===== config.mk =====
export PLATFORM = sky130hd
export DESIGN_NAME = hazard_unit
export DESIGN_NICKNAME = d
export VERILOG_FILES = /design/src/rtl/hazard_pkg.sv /design/src/rtl/hazard_memwait.sv /design/src/rtl/hazard_unit.sv
export SDC_FILE = /design/constraint.sdc
export NUM_CORES = 1
export LEC_CHECK = 0
export CAP_MARGIN = 40
export CORE_MARGIN = 2
export CORE_UTILIZATION = 45
export DETAILED_ROUTE_END_ITERATION = 10
export GPL_ROUTABILITY_DRIVEN = 0
export PLACE_DENSITY = 0.86
export RECOVER_POWER = 50
export SYNTH_ARGS = -nofsm -noshare
export SYNTH_HDL_FRONTEND = slang
export SYNTH_SLANG_ARGS = --single-unit

===== constraint.sdc =====
create_clock -name clk -period 3 [get_ports clk]
set_clock_uncertainty 0.15 [all_clocks]
set_input_delay 0.6 -clock clk [delete_from_list [all_inputs] [get_ports clk]]
set_output_delay 0.6 -clock clk [all_outputs]
set_load 0.05 [all_outputs]

===== src/rtl/hazard_pkg.sv =====
// Shared types and helpers for the pipeline hazard resolver.
package hazard_pkg;

    // ALU operand source selects
    typedef enum logic [1:0] {
        FWD_NONE = 2'b00,
        FWD_WB   = 2'b01,
        FWD_MEM  = 2'b10
    } fwd_sel_t;

    // Data-memory wait tracker states
    typedef enum logic {
        IDLE = 1'b0,
        WAIT = 1'b1
    } memwait_state_t;

    // Register $0 is hardwired to zero and never a real dependency
    localparam logic [4:0] REG_ZERO = 5'd0;

    // Execute-stage forward select: the newer result in M beats the older one in W
    function automatic fwd_sel_t fwdSelect(
        input logic [4:0] src,
        input logic [4:0] wrM,
        input logic       regwrM,
        input logic [4:0] wrW,
        input logic       regwrW
    );
        fwd_sel_t sel;
        sel = FWD_NONE;
        if (src != REG_ZERO && src == wrM && regwrM) begin
            sel = FWD_MEM;
        end else if (src != REG_ZERO && src == wrW && regwrW) begin
            sel = FWD_WB;
        end
        return sel;
    endfunction

endpackage


===== src/rtl/hazard_memwait.sv =====
// Data-memory wait tracker: flags a stall whenever the M-stage access is not
// ready and raises a sticky error if the wait drags on for TIMEOUT cycles.
module hazard_memwait
    import hazard_pkg::*;
#(
    parameter int TIMEOUT = 16
) (
    input  logic clk,
    input  logic reset,
    input  logic memaccessM,
    input  logic dmem_ready,
    output logic memstall,
    output logic mem_err
);

    localparam int CW = (TIMEOUT < 1) ? 1 : $clog2(TIMEOUT + 1);
    localparam logic [CW-1:0] TMO = CW'(TIMEOUT);

    memwait_state_t  r_state;
    logic [CW-1:0]   r_waitCnt;
    logic            r_memErr;
    logic [CW-1:0]   w_cntInc;

    // The stall itself is purely combinational so the pipe freezes in the same cycle
    assign memstall = memaccessM && !dmem_ready;
    assign mem_err  = r_memErr;
    assign w_cntInc = r_waitCnt + CW'(1);

    // Track how long the current access has waited; the error stays set until reset
    always_ff @(posedge clk or negedge reset) begin
        if (!reset) begin
            r_state   <= IDLE;
            r_waitCnt <= '0;
            r_memErr  <= 1'b0;
        end else begin
            case (r_state)
                IDLE: begin
                    if (memstall) begin
                        r_state   <= WAIT;
                        r_waitCnt <= CW'(1);
                        if (TMO == CW'(1)) begin
                            r_memErr <= 1'b1;
                        end
                    end
                end
                WAIT: begin
                    if (dmem_ready || !memaccessM) begin
                        r_state   <= IDLE;
                        r_waitCnt <= '0;
                    end else if (r_waitCnt != TMO) begin
                        r_waitCnt <= w_cntInc;
                        if (w_cntInc == TMO) begin
                            r_memErr <= 1'b1;
                        end
                    end
                end
                default: begin
                    r_state   <= IDLE;
                    r_waitCnt <= '0;
                end
            endcase
        end
    end

endmodule


===== src/rtl/hazard_unit.sv =====
// Hazard resolver for the 5-stage MIPS pipeline: forwarding selects, load-use
// and branch stalls, data-memory wait freezing and a stall-cycle counter.
module hazard_unit
    import hazard_pkg::*;
#(
    parameter int TIMEOUT = 16,
    parameter int CNT_W   = 16
) (
    input  logic             clk,
    input  logic             reset,
    input  logic [4:0]       rsD,
    input  logic [4:0]       rtD,
    input  logic [4:0]       rsE,
    input  logic [4:0]       rtE,
    input  logic [4:0]       writeregE,
    input  logic [4:0]       writeregM,
    input  logic [4:0]       writeregW,
    input  logic             regwriteE,
    input  logic             regwriteM,
    input  logic             regwriteW,
    input  logic             memtoregE,
    input  logic             memtoregM,
    input  logic             branchD,
    input  logic             bneD,
    input  logic             memaccessM,
    input  logic             dmem_ready,
    output logic             stallF,
    output logic             stallD,
    output logic             stallE,
    output logic             stallM,
    output logic             flushE,
    output logic             flushW,
    output logic             forwardaD,
    output logic             forwardbD,
    output logic [1:0]       forwardaE,
    output logic [1:0]       forwardbE,
    output logic             mem_err,
    output logic [CNT_W-1:0] stall_cnt
);

    logic       w_memstall;
    logic       w_lwstall;
    logic       w_branchstall;
    logic       w_eHit;
    logic       w_mHit;
    logic       w_stallFront;
    fwd_sel_t   w_fwdaE;
    fwd_sel_t   w_fwdbE;
    logic [CNT_W-1:0] r_stallCnt;

    hazard_memwait #(
        .TIMEOUT (TIMEOUT)
    ) u_memwait (
        .clk        (clk),
        .reset      (reset),
        .memaccessM (memaccessM),
        .dmem_ready (dmem_ready),
        .memstall   (w_memstall),
        .mem_err    (mem_err)
    );

    assign w_fwdaE = fwdSelect(rsE, writeregM, regwriteM, writeregW, regwriteW);
    assign w_fwdbE = fwdSelect(rtE, writeregM, regwriteM, writeregW, regwriteW);

    // A load in E cannot forward in time to an instruction in D that reads it
    assign w_lwstall = memtoregE && (rtE == rsD || rtE == rtD);

    // Branches compare in D, so an ALU result still in E or a load still in M must be waited on
    assign w_eHit = regwriteE && writeregE != REG_ZERO && (writeregE == rsD || writeregE == rtD);
    assign w_mHit = memtoregM && writeregM != REG_ZERO && (writeregM == rsD || writeregM == rtD);
    assign w_branchstall = (branchD | bneD) && (w_eHit || w_mHit);

    assign w_stallFront = w_lwstall | w_branchstall | w_memstall;

    // Every hazard output is forced quiet while reset is held
    assign stallF    = reset & w_stallFront;
    assign stallD    = reset & w_stallFront;
    assign stallE    = reset & w_memstall;
    assign stallM    = reset & w_memstall;
    assign flushE    = reset & (w_lwstall | w_branchstall) & ~w_memstall;
    assign flushW    = reset & w_memstall;
    assign forwardaD = reset & (rsD != REG_ZERO) & (rsD == writeregM) & regwriteM;
    assign forwardbD = reset & (rtD != REG_ZERO) & (rtD == writeregM) & regwriteM;
    assign forwardaE = reset ? w_fwdaE : FWD_NONE;
    assign forwardbE = reset ? w_fwdbE : FWD_NONE;
    assign stall_cnt = r_stallCnt;

    // Count cycles the decode stage was held, sticking at the top rather than wrapping
    always_ff @(posedge clk or negedge reset) begin
        if (!reset) begin
            r_stallCnt <= '0;
        end else if (stallD && r_stallCnt != '1) begin
            r_stallCnt <= r_stallCnt + CNT_W'(1);
        end
    end

endmodule


==> results.yml, run 1 <==
outcome:
  outcome: "complete, no violations"
cells_and_area:
  layout.cells.non_filler: 372
  final_core_occ_pct: 73.15
  layout.area.seq_um2: 575.6
  final_net_count: 371
  most-common-layout-cells: "sky130_fd_sc_hd__xnor2_1 (55), sky130_fd_sc_hd__clkdlybuf4s50_1 (29), sky130_fd_sc_hd__buf_4 (27)"
  final_area_um2: 3163
  area_growth_syn_to_layout_pct: 58.69
  fraction_of_final_layout_cells_with_drive_strength_greater_than_1_pct: 19.69
  final_common_cell: "sky130_fd_sc_hd__xnor2_1"
  antenna_cells_inserted: 0
  multi_input_comb_area_um2: 1393
  filler_cell_count: 326
setup_path:
  critical_path.startpoint_type: "primary input"
  ff2ff_setup_slack_ps: 800
  critical-path-max-stage-delay_ps: 550
  r2r-start: "stall_cnt[0]"
  worstSetupPathType: "in2out"
  worst_setup_path_end_kind: "output port"
  setup.worst_path.start: "rtE[3]"
  critical_path.cell_chain: "dlygate4sd2_1, or4_1, nor2_2, nor4_2, nor4_4, buf_12"
  timing.critical_path.required_ps: 2250
  worstRegToRegCells: 6
  worst_r2r_endpoint: "stall_cnt[1]"
  critical_path.max_fanout: 3
  crit_slowest_cell: "sky130_fd_sc_hd__or4_1"
  cp-endpoint: "forwardbE[0]"
  arrival_ps: 2180
placed_design:
  port_buffers: 74
  placement.setup.worst_slack_ps: -152.3
  placed_cells_incl_taps: 363
  placed_area_um2: 3010
  detailedPlacementHpwl_um: 4599
grt:
  grt_antenna_before_repair: 0
  overall_global_routing_usage_pct: 24.19
  via_count_of_the_first_global_routing_pass: 2071
  grt_pass1_wl_um: 9729
  largest_net_degree_at_the_start_of_global_routing: 34
  grt_remaining_overflow: 0
cts:
  tritoncts.num_buffers: 3
  cts_hold_buffers: 0
  clk_pin_slew_ps: 80
  clk_root_buffer_cell: "sky130_fd_sc_hd__clkbuf_8"
  ctsHtreeMaxLevel: 1
  clock_tree_from_tritoncts: "done"
  clockBufferDepth: 2
  cts.sinks: 23
  clock_latency_ps: 270
routing:
  drt-pass1-iter-count: 4
  wire_per_inst_um: 15.98
  num_vias: 2027
  totalWireLength_um: 5943
  viasPerCell: 5.449
  drt_drc_violations_left: 0
  ant_nets: 0
  detailedRoute.firstIterationViolations: 77
logic_synthesis:
  synth-edff-count: 0
  ys.warnings.count: 0
  synth-seq-area-share_pct: 28.88
  netlist_area_um2: 1993
  number_of_instances_in_the_synthesized_netlist: 230
  synth-seq-cells: 23
  ys.flop_type: "sky130_fd_sc_hd__dfrtp_1"
  yosysUniqueCellTypes: 39
  synth-async-reset-ratio_pct: 100.0
  number_of_nets_in_the_synthesized_netlist: 280
  synth.avg_cell_area_um2: 8.666
timing:
  hold_viol_final: 0
  sum_of_negative_setup_slack_ps: 0
  max_slew.worst_pin.slew_ps: 664.6
  timing.final.ws_setup_ps: 68.09
  timing.slew.headroom_pct: 55.70
  slew_viols_final: 0
  min_period_over_period_pct: 97.73
  holdWs_ps: 175.3
  finalWorstPathRequiredPeriod_ps: 2932
  highest_achievable_clock_rate_mhz: 341.1
  setup_violations: 0
floorplan:
  io-pin-count: 75
  initial_core_utilization_pct: 46.09
  die_height_um: 70.55
  die-area_um2: 4977
  rows: 24
  core-area_um2: 4324
  die_width_um: 70.55
power:
  power_per_cell_area_nw_per_um2: 357.7
  irDropWorstVdd_v: 0.0007080
  total_leakage_power_nw: 1.374
  total_chip_power_mw: 1.132
hold_path:
  hold_path_class: "in2async"
flow_run:
  timing.max_cap.violations: 0
==> area by class of cell <==
| class | count | area share (%) |
|---|---|---|
| sequential | 23 | 18.20 |
| timing repair buffer | 103 | 33.47 |
| tap | 52 | 2.057 |
| multi-input combinational | 184 | 44.03 |
| inverter | 6 | 0.7120 |
| clock inverter | 1 | 0.2373 |
| clock buffer | 3 | 1.305 |
==> routing by layer <==
| metal | up-vias | global-route usage [%] | part of all wire, % |
|---|---|---|---|
| met5 | - | 0 | 0 |
| met1 | 960 | 30.71 | 42 |
| met2 | 71 | 43.19 | 51 |
| li1 | 983 | - | - |
| met3 | 13 | 3.846 | 5.3 |
| met4 | 0 | 6.080 | 1.6 |
==> repair_timing <==
| item | in CTS | in global routing |
|---|---|---|
| resized for setup | 29 | 10 |
| pin swaps | 11 | 6 |
| setup buffers | 5 | 0 |
| endpoints found under the setup margin | 8 | 8 |
==> worst min-delay path by stage <==
| stage | startpoint | to |
|---|---|---|
| 6_report | reset | u_memwait.r_waitCnt[3] |
| 5_1_grt | reset | u_memwait.r_waitCnt[2] |
| 4_1_cts | reset | u_memwait.r_waitCnt[3] |
| 3_5_place_dp | u_memwait.mem_err | u_memwait.mem_err |
| 3_3_place_gp | u_memwait.mem_err | u_memwait.mem_err |
| 2_1_floorplan | reset | stall_cnt[0] |
==> flip-flops by register name, indices dropped and copies added, names as in the netlist <==
name,flops
stall_cnt,16
u_memwait.mem_err,1
u_memwait.r_state,1
u_memwait.r_waitCnt,5
==> worst max-delay path: cells and delay by family <==
family,cells,cell delay (ps)
simple gates,4,1130
buf+inv,2,450
==> power breakdown <==
part	total (mW)	switching [mW]	internal, mW
clock network	0.204	0.110	0.0943
logic	0.529	0.296	0.233
registers	0.398	0.0506	0.348
total	1.13	0.457	0.675
==> cells in the mapped netlist, types with 4 or more instances <==
master                     number  share of area [%]
sky130_fd_sc_hd__a21oi_1        4                1.0
sky130_fd_sc_hd__and2_1         4                1.3
sky130_fd_sc_hd__and3_1        11                3.5
sky130_fd_sc_hd__buf_2          7                1.8
sky130_fd_sc_hd__clkbuf_1       6                1.1
sky130_fd_sc_hd__dfrtp_1       23                 29
sky130_fd_sc_hd__ha_1           4                2.5
sky130_fd_sc_hd__inv_1          6                1.1
sky130_fd_sc_hd__nand2_1       14                2.6
sky130_fd_sc_hd__nand3_1       18                4.5
sky130_fd_sc_hd__nand4_1       13                4.1
sky130_fd_sc_hd__nor2_1         9                1.7
sky130_fd_sc_hd__nor3_1         5                1.3
sky130_fd_sc_hd__nor4_1         4                1.3
sky130_fd_sc_hd__o21ai_0        6                1.5
sky130_fd_sc_hd__or4_1          5                1.9
sky130_fd_sc_hd__xnor2_1       55                 24
sky130_fd_sc_hd__xor2_1        11                4.8
==> cells by family (layout without fill, tap and decap cells) <==
logic type	after synthesis	in the layout	synth area share (%)
and+or+nand+nor	89	89	24.86
xor gates and xnor gates	66	66	29.00
AOI/OAI and AO/OA	24	24	8.287
DFF	23	23	28.88
buffers and inverters	23	113	5.712
adders and majority gates	4	4	2.511
muxes	1	1	0.7531
Power figures use the tool's default switching activity.
==> run 2: changes to the inputs <==
--- a/config.mk
+++ b/config.mk
@@ -6,11 +6,12 @@
 export NUM_CORES = 1
 export LEC_CHECK = 0
 export CAP_MARGIN = 40
-export CORE_MARGIN = 2
-export CORE_UTILIZATION = 45
+export CORE_MARGIN = 1.5
+export CORE_UTILIZATION = 46
+export CTS_BUF_LIST = sky130_fd_sc_hd__clkbuf_8
 export DETAILED_ROUTE_END_ITERATION = 10
 export GPL_ROUTABILITY_DRIVEN = 0
-export PLACE_DENSITY = 0.86
+export PLACE_DENSITY = 0.88
 export RECOVER_POWER = 50
 export SYNTH_ARGS = -nofsm -noshare
 export SYNTH_HDL_FRONTEND = slang
==> results.yml, run 2 (synthesis results as in run 1) <==
outcome:
  outcome: "complete, no violations"
setup_path:
  worst_r2r_endpoint: "stall_cnt[1]"
  critical_path.startpoint_type: "primary input"
  critical-path-max-stage-delay_ps: 520
  arrival_ps: 2190
  worstRegToRegCells: 6
  crit_slowest_cell: "sky130_fd_sc_hd__or4_4"
  timing.critical_path.required_ps: 2250
  worst_setup_path_end_kind: "output port"
  critical_path.cell_chain: "dlygate4sd2_1, buf_4, or4_4, nor2_4, nor4_4, nor4_4, buf_12"
  timing.critical_path.buf_inv: 3
  r2r-start: "stall_cnt[0]"
  ff2ff_setup_slack_ps: 820
  worstSetupPathType: "in2out"
  critical_path.max_fanout: 2
  critPathTopFamily: "simple AND/OR/NAND/NOR gates"
  worst_path_most_repeated_cell: "sky130_fd_sc_hd__nor4_4"
cts:
  clockBufferDepth: 2
  clock_tree_from_tritoncts: "done"
  cts.sinks: 23
  ctsHtreeMaxLevel: 1
  tritoncts.num_buffers: 3
  clk_pin_slew_ps: 80
  clock_latency_ps: 260
  clk_root_buffer_cell: "sky130_fd_sc_hd__clkbuf_8"
floorplan:
  io-pin-count: 75
  die-area_um2: 4737
  die_height_um: 68.83
  rows: 23
  die_width_um: 68.83
  initial_core_utilization_pct: 48.78
  core-area_um2: 4086
routing:
  ant_nets: 0
  viasPerCell: 5.496
  drt-pass1-iter-count: 6
  totalWireLength_um: 6088
  num_vias: 2028
  detailedRoute.firstIterationViolations: 117
  wire_per_inst_um: 16.50
  drt_drc_violations_left: 0
grt:
  grt_pass1_wl_um: 9908
  grt_remaining_overflow: 0
  largest_net_degree_at_the_start_of_global_routing: 23
  via_count_of_the_first_global_routing_pass: 2123
  overall_global_routing_usage_pct: 28.05
  grt_antenna_before_repair: 1
timing:
  holdWs_ps: 331.0
  timing.final.ws_setup_ps: 55.31
  finalWorstPathRequiredPeriod_ps: 2945
  min_period_over_period_pct: 98.16
  max_slew.worst_pin.slew_ps: 758.3
  setup_violations: 0
  rsz0062_at_grt: "no"
  hold_viol_final: 0
  highest_achievable_clock_rate_mhz: 339.6
  slew_viols_final: 0
  timing.slew.headroom_pct: 49.44
placed_design:
  port_buffers: 74
  detailedPlacementHpwl_um: 4599
  placement.setup.worst_slack_ps: -240.3
  placed_cells_incl_taps: 361
power:
  power_per_cell_area_nw_per_um2: 352.9
  irDropWorstVdd_v: 0.0006201
  total_leakage_power_nw: 1.362
hold_path:
  hold_path_class: "reg2reg"
  hold_end: "u_memwait.mem_err"
  worstHoldPathCells: 1
  hold_start: "u_memwait.mem_err"
cells_and_area:
  largest_register_ffs: 16
  layout.cells.non_filler: 369
  most-common-layout-cells: "sky130_fd_sc_hd__xnor2_1 (55), sky130_fd_sc_hd__clkdlybuf4s50_1 (29), sky130_fd_sc_hd__dfrtp_1 (23)"
  area_growth_syn_to_layout_pct: 59.20
  final_core_occ_pct: 77.65
  final_net_count: 369
  final_common_cell: "sky130_fd_sc_hd__xnor2_1"
  fraction_of_final_layout_cells_with_drive_strength_greater_than_1_pct: 19.81
flow_run:
  timing.max_cap.violations: 0
==> run 2: changes by cell type in the layout (fill, tap and decap cells not counted), sizes merged <==
cell / before / now
clkinvlp: 1 / 0
dlygate4sd2: 16 / 17
dlymetal6s2s: 8 / 7
diode: 0 / 1
clkbuf: 5 / 6
buf: 40 / 37
clkinv: 0 / 1
==> run 2: worst reg2reg max path, delay by kind of cell, from the launching register on <==
kind                     cells  cell delay (ps)
adder cells (fa/ha/maj)      1              180
flip-flops                   1              410
multiplexers                 1              290
AND/OR/NAND/NOR              4             1050
==> run 2: where the power goes <==
part           total (mW)  switching (mW)  internal (mW)
clock               0.191          0.0979         0.0927
combinational       0.531           0.300          0.230
sequential          0.398          0.0507          0.348
total                1.12           0.449          0.671
==> run 2: metrics by stage <==
| stage | TNS, ps | total power, mW | cell area (um^2) |
|---|---|---|---|
| detailed placement | -964.3 | 0.9228 | 3008 |
| global placement | -536.1 | 0.9118 | 3008 |
| floorplan | -109.2 | 0.7037 | 2026 |
| finish | 0 | 1.120 | 3173 |
| global route | 0 | 1.187 | 3173 |
| CTS | 0 | 1.122 | 3153 |
==> run 2: layout make-up <==
type / count / area [um^2]
clock buffer: 3 / 41.29
inverter: 6 / 22.52
antenna: 1 / 2.502
fill: 267 / 913.4
tap: 50 / 62.56
multi-input combinational: 184 / 1416
sequential: 23 / 575.6
timing repair buffer: 101 / 1047
clock inverter: 1 / 5.005
==> run 2: metal layers <==
metal  vias up  track usage (%)  part of all wire [%]
li1        971                -                     -
met1       971            34.11                    41
met2        70            50.12                    52
met3        16            5.844                   4.2
met4         0            7.353                   2.6
met5         -                0                     0
==> run 2: worst max path at each step <==
stage | to | from | cells after the start | slack [ps]
finish | forwardbE[0] | rtE[4] | 7 | 60
global route | forwardbE[0] | rtE[4] | 7 | 7
CTS | forwardbE[0] | rtE[4] | 7 | 3
detailed placement | flushE | writeregM[4] | 8 | -240
global placement | flushE | writeregM[4] | 8 | -130
floorplan | forwardaD | reset | 4 | -50
==> run 2: what timing repair did <==
action	CTS	global route
gates resized for setup	38	9
pin swaps	15	8
hold buffers	0	0
setup endpoints to repair	8	5
buffers inserted	3	0
